## config.mk

```make
export PLATFORM = sky130hd
export DESIGN_NAME = karat_seq
export DESIGN_NICKNAME = d
export VERILOG_FILES = /design/src/rtl/karat_seq.sv
export SDC_FILE = /design/constraint.sdc
export NUM_CORES = 1
export LEC_CHECK = 0
export ABC_AREA = 1
export BUFFER_PORTS_ARGS = -buffer_cell sky130_fd_sc_hd__buf_2
export CELL_PAD_IN_SITES_DETAIL_PLACEMENT = 1
export CELL_PAD_IN_SITES_GLOBAL_PLACEMENT = 1
export CORE_ASPECT_RATIO = 0.7
export CORE_UTILIZATION = 46
export CTS_CLUSTER_SIZE = 25
export DETAILED_ROUTE_END_ITERATION = 12
export GPL_ROUTABILITY_DRIVEN = 0
export PLACE_DENSITY_LB_ADDON = 0.1
export SETUP_SLACK_MARGIN = 0.15
export SLEW_MARGIN = 20
export SYNTH_ARGS = -nofsm -noshare
export SYNTH_HDL_FRONTEND = slang
export SYNTH_SLANG_ARGS = --single-unit
```

## constraint.sdc

```tcl
create_clock -name clk -period 7 [get_ports clk]
set_input_delay 0.35 -clock clk [delete_from_list [all_inputs] [get_ports clk]]
set_output_delay 0.35 -clock clk [all_outputs]
set_load 0.05 [all_outputs]
```

## src/rtl/karat_seq.sv

```systemverilog
// Sequential single-level Karatsuba multiplier: three partial products on one shared
// (WIDTH/2+1)-bit multiplier, then a combine step, with valid/ready on both sides.
`timescale 1ns/1ps

module karat_seq #(
  parameter int WIDTH = 16
) (
  input  logic                 clk,
  input  logic                 rst,
  input  logic                 in_valid,
  output logic                 in_ready,
  input  logic [WIDTH-1:0]     X,
  input  logic [WIDTH-1:0]     Y,
  input  logic                 signed_mode,
  output logic                 out_valid,
  input  logic                 out_ready,
  output logic [2*WIDTH-1:0]   XY,
  output logic [2:0]           dbg_state_o
);
  localparam int H = WIDTH / 2;

  if ((WIDTH % 2) != 0 || WIDTH < 4) begin : g_bad_width
    $error("karat_seq: WIDTH must be even and at least 4");
  end

  // Handshake: a transfer happens on a rising edge where valid && ready are both high.
  // in_ready is high only in IDLE; out_valid is held until out_ready is seen.
  typedef enum logic [2:0] {
    S_IDLE = 3'd0,
    S_LO   = 3'd1,
    S_HI   = 3'd2,
    S_MID  = 3'd3,
    S_COMB = 3'd4,
    S_DONE = 3'd5
  } state_t;

  state_t               state_q;
  logic [WIDTH-1:0]     xm_q, ym_q;
  logic                 neg_q;
  logic [WIDTH-1:0]     lo_q, hi_q;
  logic [WIDTH+1:0]     mid_q;
  logic [2*WIDTH-1:0]   xy_q;
  logic                 in_ready_q, out_valid_q;

  logic [WIDTH-1:0]     xm_d, ym_d;
  logic                 neg_d;
  logic [H:0]           xs, ys;
  logic [H:0]           mul_a, mul_b;
  logic [WIDTH+1:0]     mul_p;
  logic [WIDTH+1:0]     cross_d;
  logic [2*WIDTH-1:0]   p_d, xy_d;

  // Magnitudes are taken as unsigned WIDTH-bit values, so |-2^(WIDTH-1)| still fits.
  assign xm_d  = (signed_mode && X[WIDTH-1]) ? -X : X;
  assign ym_d  = (signed_mode && Y[WIDTH-1]) ? -Y : Y;
  assign neg_d = signed_mode & (X[WIDTH-1] ^ Y[WIDTH-1]);

  assign xs = {1'b0, xm_q[H-1:0]} + {1'b0, xm_q[WIDTH-1:H]};
  assign ys = {1'b0, ym_q[H-1:0]} + {1'b0, ym_q[WIDTH-1:H]};

  always_comb begin
    mul_a = '0;
    mul_b = '0;
    case (state_q)
      S_LO: begin
        mul_a = {1'b0, xm_q[H-1:0]};
        mul_b = {1'b0, ym_q[H-1:0]};
      end
      S_HI: begin
        mul_a = {1'b0, xm_q[WIDTH-1:H]};
        mul_b = {1'b0, ym_q[WIDTH-1:H]};
      end
      S_MID: begin
        mul_a = xs;
        mul_b = ys;
      end
      default: ;
    endcase
  end

  assign mul_p = (WIDTH+2)'(mul_a) * (WIDTH+2)'(mul_b);

  // mid-lo-hi is the non-negative cross term; the exact product fits 2*WIDTH bits,
  // so summing {hi,lo} with the shifted cross term at that width loses nothing.
  assign cross_d = mid_q - {2'b00, lo_q} - {2'b00, hi_q};
  assign p_d     = {hi_q, lo_q} + ((2*WIDTH)'(cross_d) << H);
  assign xy_d    = neg_q ? -p_d : p_d;

  always_ff @(posedge clk or posedge rst) begin
    if (rst) begin
      state_q     <= S_IDLE;
      in_ready_q  <= 1'b1;
      out_valid_q <= 1'b0;
      xy_q        <= '0;
      xm_q        <= '0;
      ym_q        <= '0;
      neg_q       <= 1'b0;
      lo_q        <= '0;
      hi_q        <= '0;
      mid_q       <= '0;
    end else begin
      case (state_q)
        S_IDLE: begin
          if (in_valid) begin
            xm_q       <= xm_d;
            ym_q       <= ym_d;
            neg_q      <= neg_d;
            in_ready_q <= 1'b0;
            state_q    <= S_LO;
          end
        end
        S_LO: begin
          lo_q    <= mul_p[WIDTH-1:0];
          state_q <= S_HI;
        end
        S_HI: begin
          hi_q    <= mul_p[WIDTH-1:0];
          state_q <= S_MID;
        end
        S_MID: begin
          mid_q   <= mul_p;
          state_q <= S_COMB;
        end
        S_COMB: begin
          xy_q        <= xy_d;
          out_valid_q <= 1'b1;
          state_q     <= S_DONE;
        end
        S_DONE: begin
          if (out_ready) begin
            out_valid_q <= 1'b0;
            in_ready_q  <= 1'b1;
            state_q     <= S_IDLE;
          end
        end
        default: begin
          state_q     <= S_IDLE;
          in_ready_q  <= 1'b1;
          out_valid_q <= 1'b0;
        end
      endcase
    end
  end

  assign in_ready    = in_ready_q;
  assign out_valid   = out_valid_q;
  assign XY          = xy_q;
  assign dbg_state_o = state_q;

endmodule

```

Yosys cells after proc, flatten, opt, wreduce, memory -nomap -nowiden
Cells that the tools add are included.
{"block": "word_totals", "reg_bits": 120, "inputBits": 37, "elab_cells": 52}
{"block": "op_classes", "add_sub_neg": 8, "multipliers": 1, "eq_ne": 7, "n_mux": 13, "bitwise_logic": 4, "n_reduce_logical": 9}
{"operator": "9-bit case mux with 3 select lines", "count": 2}
{"operator": "18-bit by 16-bit subtractor with 18-bit output", "count": 2}
{"operator": "32-bit by 26-bit adder with 32-bit output", "count": 1}
{"operator": "16-bit two-way mux", "count": 2}
{"operator": "32-bit two-way mux", "count": 1}
{"operator": "16-bit negator", "count": 2}
{"operator": "32-bit negator", "count": 1}
{"operator": "8-bit by 8-bit adder with 9-bit output", "count": 2}
{"operator": "9-bit by 9-bit multiplier with 18-bit output", "count": 1}
{"operator": "3-bit case mux with 6 select lines", "count": 1}
{"operator": "4-bit OR reduction", "count": 2}
{"operator": "3-bit by 2-bit equality test with 1-bit output, second input constant", "count": 2}
{"operator": "3-bit equality test, second input constant", "count": 2}
{"operator": "3-bit two-way mux", "count": 2}
{"operator": "1-bit case mux with 3 select lines", "count": 2}
{"operator": "2-bit AND reduction", "count": 3}
{"operator": "2-bit inequality test, second input constant", "count": 2}
{"operator": "3-bit by 1-bit equality test with 1-bit output, second input constant", "count": 1}
{"operator": "3-bit logical NOT", "count": 1}
{"operator": "1-bit two-way mux", "count": 3}
{"operator": "3-bit AND reduction", "count": 1}
{"operator": "1-bit logical AND", "count": 2}
{"operator": "1-bit NOT", "count": 2}
{"operator": "1-bit AND", "count": 1}
{"operator": "1-bit XOR", "count": 1}

Longest topological paths before layout
{"block": "depth", "word_depth": 5, "mapped_depth": 38}

Least setup slack after synthesis
OpenSTA, ideal clock, no wires.
{"block": "synth_timing", "path_kind": "flip-flop to flip-flop", "from": "register xm_q[0]", "to": "register mid_q[14]", "setup_time_ps": 134, "t_arrival_ps": 5478, "required_ps": 6866, "path_slack_ps": 1389, "stages_incl_launch_ff": 32, "n_path_buf": 0, "cell_sequence": "dfrtp_1 ha_1 fa_1 nand2_1 inv_1 o21ai_0 nand2_1 nand2_1 nand2_1 a21oi_1 nor2_1 inv_1 nand3_1 nand2_1 nand2_1 fa_1 inv_1 fa_1 inv_1 fa_1 fa_1 inv_1 ha_1 a21oi_1 nand2_1 nand2_1 nand2_1 a21oi_1 o21ai_0 a21boi_0 xor2_1 o21ai_0"}
{"block": "synth_via", "elab_chain_cells": 3}
{"item": "from (decl)", "line": "38", "source": "logic [WIDTH-1:0] xm_q, ym_q;"}
{"item": "from (signal assigned)", "line": "105", "source": "xm_q <= xm_d;"}
{"item": "8-bit by 8-bit adder with 9-bit output", "line": "58", "source": "assign xs = {1'b0, xm_q[H-1:0]} + {1'b0, xm_q[WIDTH-1:H]};"}
{"item": "9-bit case mux with 3 select lines *", "line": "64", "source": "case (state_q)"}
{"item": "9-bit by 9-bit multiplier with 18-bit output *", "line": "81", "source": "assign mul_p = (WIDTH+2)'(mul_a) * (WIDTH+2)'(mul_b);"}
{"item": "to (signal assigned)", "line": "121", "source": "mid_q <= mul_p;"}
{"item": "to (decl)", "line": "41", "source": "logic [WIDTH+1:0] mid_q;"}
Mark *: on every way between the ends. The rest lies on a longest branch, timed or not.
A chain may end at the register's enable or synchronous reset.

Worst setup path in the final report
{"block": "layout_timing", "from": "register state_q[0], in the netlist dbg_state_o[0]", "to": "register hi_q[15]"}
{"block": "layout_via", "elab_chain_cells": 3}
{"item": "from (decl)", "line": "37", "source": "state_t state_q;"}
{"item": "from (signal assigned)", "line": "91", "source": "state_q <= S_IDLE;"}
{"item": "from (signal assigned)", "line": "109", "source": "state_q <= S_LO;"}
{"item": "from (signal assigned)", "line": "114", "source": "state_q <= S_HI;"}
{"item": "3-bit by 2-bit equality test with 1-bit output (tied with other cells)", "line": "64"}
{"item": "9-bit case mux with 3 select lines", "line": "64"}
{"item": "9-bit by 9-bit multiplier with 18-bit output", "line": "81"}
{"item": "to (signal assigned)", "line": "117", "source": "hi_q <= mul_p[WIDTH-1:0];"}
{"item": "to (decl)", "line": "40", "source": "logic [WIDTH-1:0] lo_q, hi_q;"}
Several ways; a longest one is shown, not always the timed one.

==> results.md <==
- Vias in the first global route: 11500
- Cell area after synthesis: 12100 um2
- Post-DP HPWL: 30.2 mm
- Min-Delay Path Class: input pin to flop
- Compound-cell area share of the yosys netlist: 0.0952
- Simple-Gate Fraction of Synth Area: 0.280
- Status: completed
- Remaining antenna violation count: 0
- Slowest cell on crit path: fa_1
- Final hold vios: 0
- CTS Buf Count: 17
- N_diodes: 0
- Top-count cell post-synth: nand2_1
- Initial Utilization: 0.470
- Req. time, crit path: 7.30 ns
- Routed WL: 37.9 mm
- H-tree depth: 4
- Period utilization: 0.916
- Crit path top cell by count: nand2_1
- R2R Setup Slk: 0.59 ns
- Met1 usage: 0.461
- Postcts setup bufs: 0
- Initial antenna violation count: 0
- Max Clk Rate: 156 MHz
- Distinct cell type count after synthesis: 50
- Non-filler cells, final: 2103
- CTS tree: yes
- Synthesized Nets: 1887
- FF-to-FF Start: dbg_state_o[0]
- Fin. max-slew vios: 0
- Worst Setup Start Kind: flop
- Final Setup Violations: 0
- # Max-Cap Violations: 0
- DR vias/cell: 5.34
- I/O pins: 74
- Seq. cell area: 3000 um2
- Post-layout nets: 1957
- Worst-path maximum fanout: 28
- Synth Instances: 1689
- Average size of a mapped cell: 7.17 um2
- Synthesis-stage register bit count: 120
- Top_reg_cell synth: dfrtp_1
- Root buf cell: clkbuf_16
- Die Y: 138 um
- GR Util met3: 0.0441
- Critical Path Sink: hi_q[15]
- Unrepaired setup endpoints after global routing: no
- Crit. End Element: flop
- Syn-to-layout area delta: 11.1%
- Post-Synth XOR/XNOR Area: 0.0528
- Number of cells on the worst reg-to-reg path: 31
- Dpl cells: 2070
- CP max stage delay: 0.55 ns
- Crit path arrival time: 6.72 ns
- Sequential share of the synthesized area: 0.248
- Share of post-route cells with drive strength above 1: 0.122
- CTS Sinks: 120
- Setup Skew: 0.0155 ns
- Die Wd: 196 um
- Core Area: 25700 um2
- Port Buffers: 73
- First-pass GRT wire length: 61.2 mm
- Yosys top cell area share: 0.246
- DRC: 0
- Bufs on Longest Clock Path: 2
- GR Overflow Total: 0
- Dominant cells by area after synthesis: dfrtp_1 (25%), nand2_1 (14%), fa_1 (11%), ha_1 (9.5%), inv_1 (9.3%)
- Core Rows: 49
- Largest net degree at the start of global routing: 78
- Yosys warning count: 0
- Mean routed wirelength per cell: 18.0 um
- Fraction of registers with async set/reset: 1.00
- Setup TNS: 0 ns
- Largest family of logic cells by synthesized area: simple AND/OR/NAND/NOR gates
- R2R Path End: hi_q[15]
- Worst slew margin: 0.512
- TritonRoute pass-1 iters: 5
- Gr usage total: 0.294
- Die Area: 27000 um2
- Crit. Startpoint: dbg_state_o[0]
- Crit path time final: 6.41 ns
- Post-synth top cells: nand2_1 (454), inv_1 (300), nor2_1 (126)
- Multiplexer area fraction after synthesis: 0
- Clock transition at the registers of the reported paths: 0.06 ns
- GRT Max-Usage Layer: met1
- Worst skew pair latency: 0.45 ns
- Synth Area in Adders: 0.209
- Critical path class: flop to flop
- # fillers: 3338
- Area leader, netlist: dfrtp_1
- Met2 Usage GRT: 0.425
- DR vias: 11200
- Multi-input logic area: 7710 um2
- EDFF count, synth: 0
- 1st-iter DRT viols: 716
- Worst slew pin tran: 0.732 ns
cells by family (layout without fill, tap and decap cells):
kind of cell,Yosys count,after routing
AO/OA/AOI/OAI,215,215
AND/OR/NAND/NOR,766,766
buffers and inverters,354,437
adder cells (fa/ha/maj),161,161
flip-flops,120,120
XOR/XNOR,73,73
placed cells by master (no fill, tap or decap), types with 4 or more instances in the layout:
master	instances
a21oi_1	51
buf_2	73
buf_4	10
bufinv_16	4
clkbuf_16	17
dfrtp_1	119
fa_1	69
ha_1	92
inv_1	299
inv_2	19
inv_6	4
nand2_1	453
nand2_2	32
nand2_4	6
nand3_1	71
nand3_2	10
nand4_1	17
nor2_1	126
nor2_2	6
nor2_4	12
nor3_1	16
o21ai_0	107
o21ai_1	29
or2_2	7
xnor2_1	26
xor2_1	47
stage by stage:
step | setup WS, ns | hold WS, ns | utilization | cell area (um2)
after global routing | 0.205 | 0.258 | 0.522 | 13400
after global placement | 0.949 | 0.444 | 0.496 | 12800
final | 0.587 | 0.218 | 0.522 | 13400
after floorplan | 1.39 | 0.453 | - | 12100
after CTS | 0.634 | 0.210 | 0.522 | 13400
after detailed placement | 0.681 | 0.457 | 0.496 | 12800
critical path, delay by kind of cell (launching register included):
family	cells	cell delay, ns
adder cells (fa/ha/maj)	5	2.11
AO/OA/AOI/OAI	2	0.27
AND/OR/NAND/NOR	17	2.12
buffers and inverters	7	1.34
flip-flops	1	0.43
timing repair:
action / CTS / global route
hold endpoints to repair: 15 / 0
gates resized for setup: 0 / 1
hold buffers: 1 / 0
endpoints found under the setup margin: 0 / 3
state kept, by name (all words and copies together), names as in the netlist, 3 cells and up:
| signal | flops |
|---|---|
| hi_q | 16 |
| mid_q | 18 |
| ym_q | 16 |
| XY | 32 |
| xm_q | 16 |
| dbg_state_o | 3 |
| lo_q | 16 |
area by class of cell:
cell class | instances | share of cell area
Clock buffer | 18 | 0.0327
Inverter | 320 | 0.0897
Clock inverter | 14 | 0.0157
Multi-Input combinational cell | 1215 | 0.573
Timing Repair Buffer | 85 | 0.0343
Tap cell | 331 | 0.0308
Sequential cell | 120 | 0.223
how the worst min path moves through the flow:
stage / to / slack [ns] / depth (start not counted) / startpoint
2_1_floorplan: lo_q[0] / 0.45 / 2 / lo_q[0]
3_3_place_gp: XY[17] / 0.44 / 2 / rst
3_5_place_dp: XY[17] / 0.46 / 2 / rst
4_1_cts: ym_q[0] / 0.21 / 3 / Y[0]
5_1_grt: ym_q[14] / 0.26 / 3 / Y[14]
6_report: ym_q[0] / 0.22 / 3 / Y[0]
layer usage:
layer,up-vias,share of wire
li1,5379,-
met1,5563,0.53
met2,254,0.40
met3,31,0.057
met4,0,0.0072
met5,-,0
Power is not shown: default switching activity piles up to over one toggle a cycle in this logic, so the estimate is an artifact.
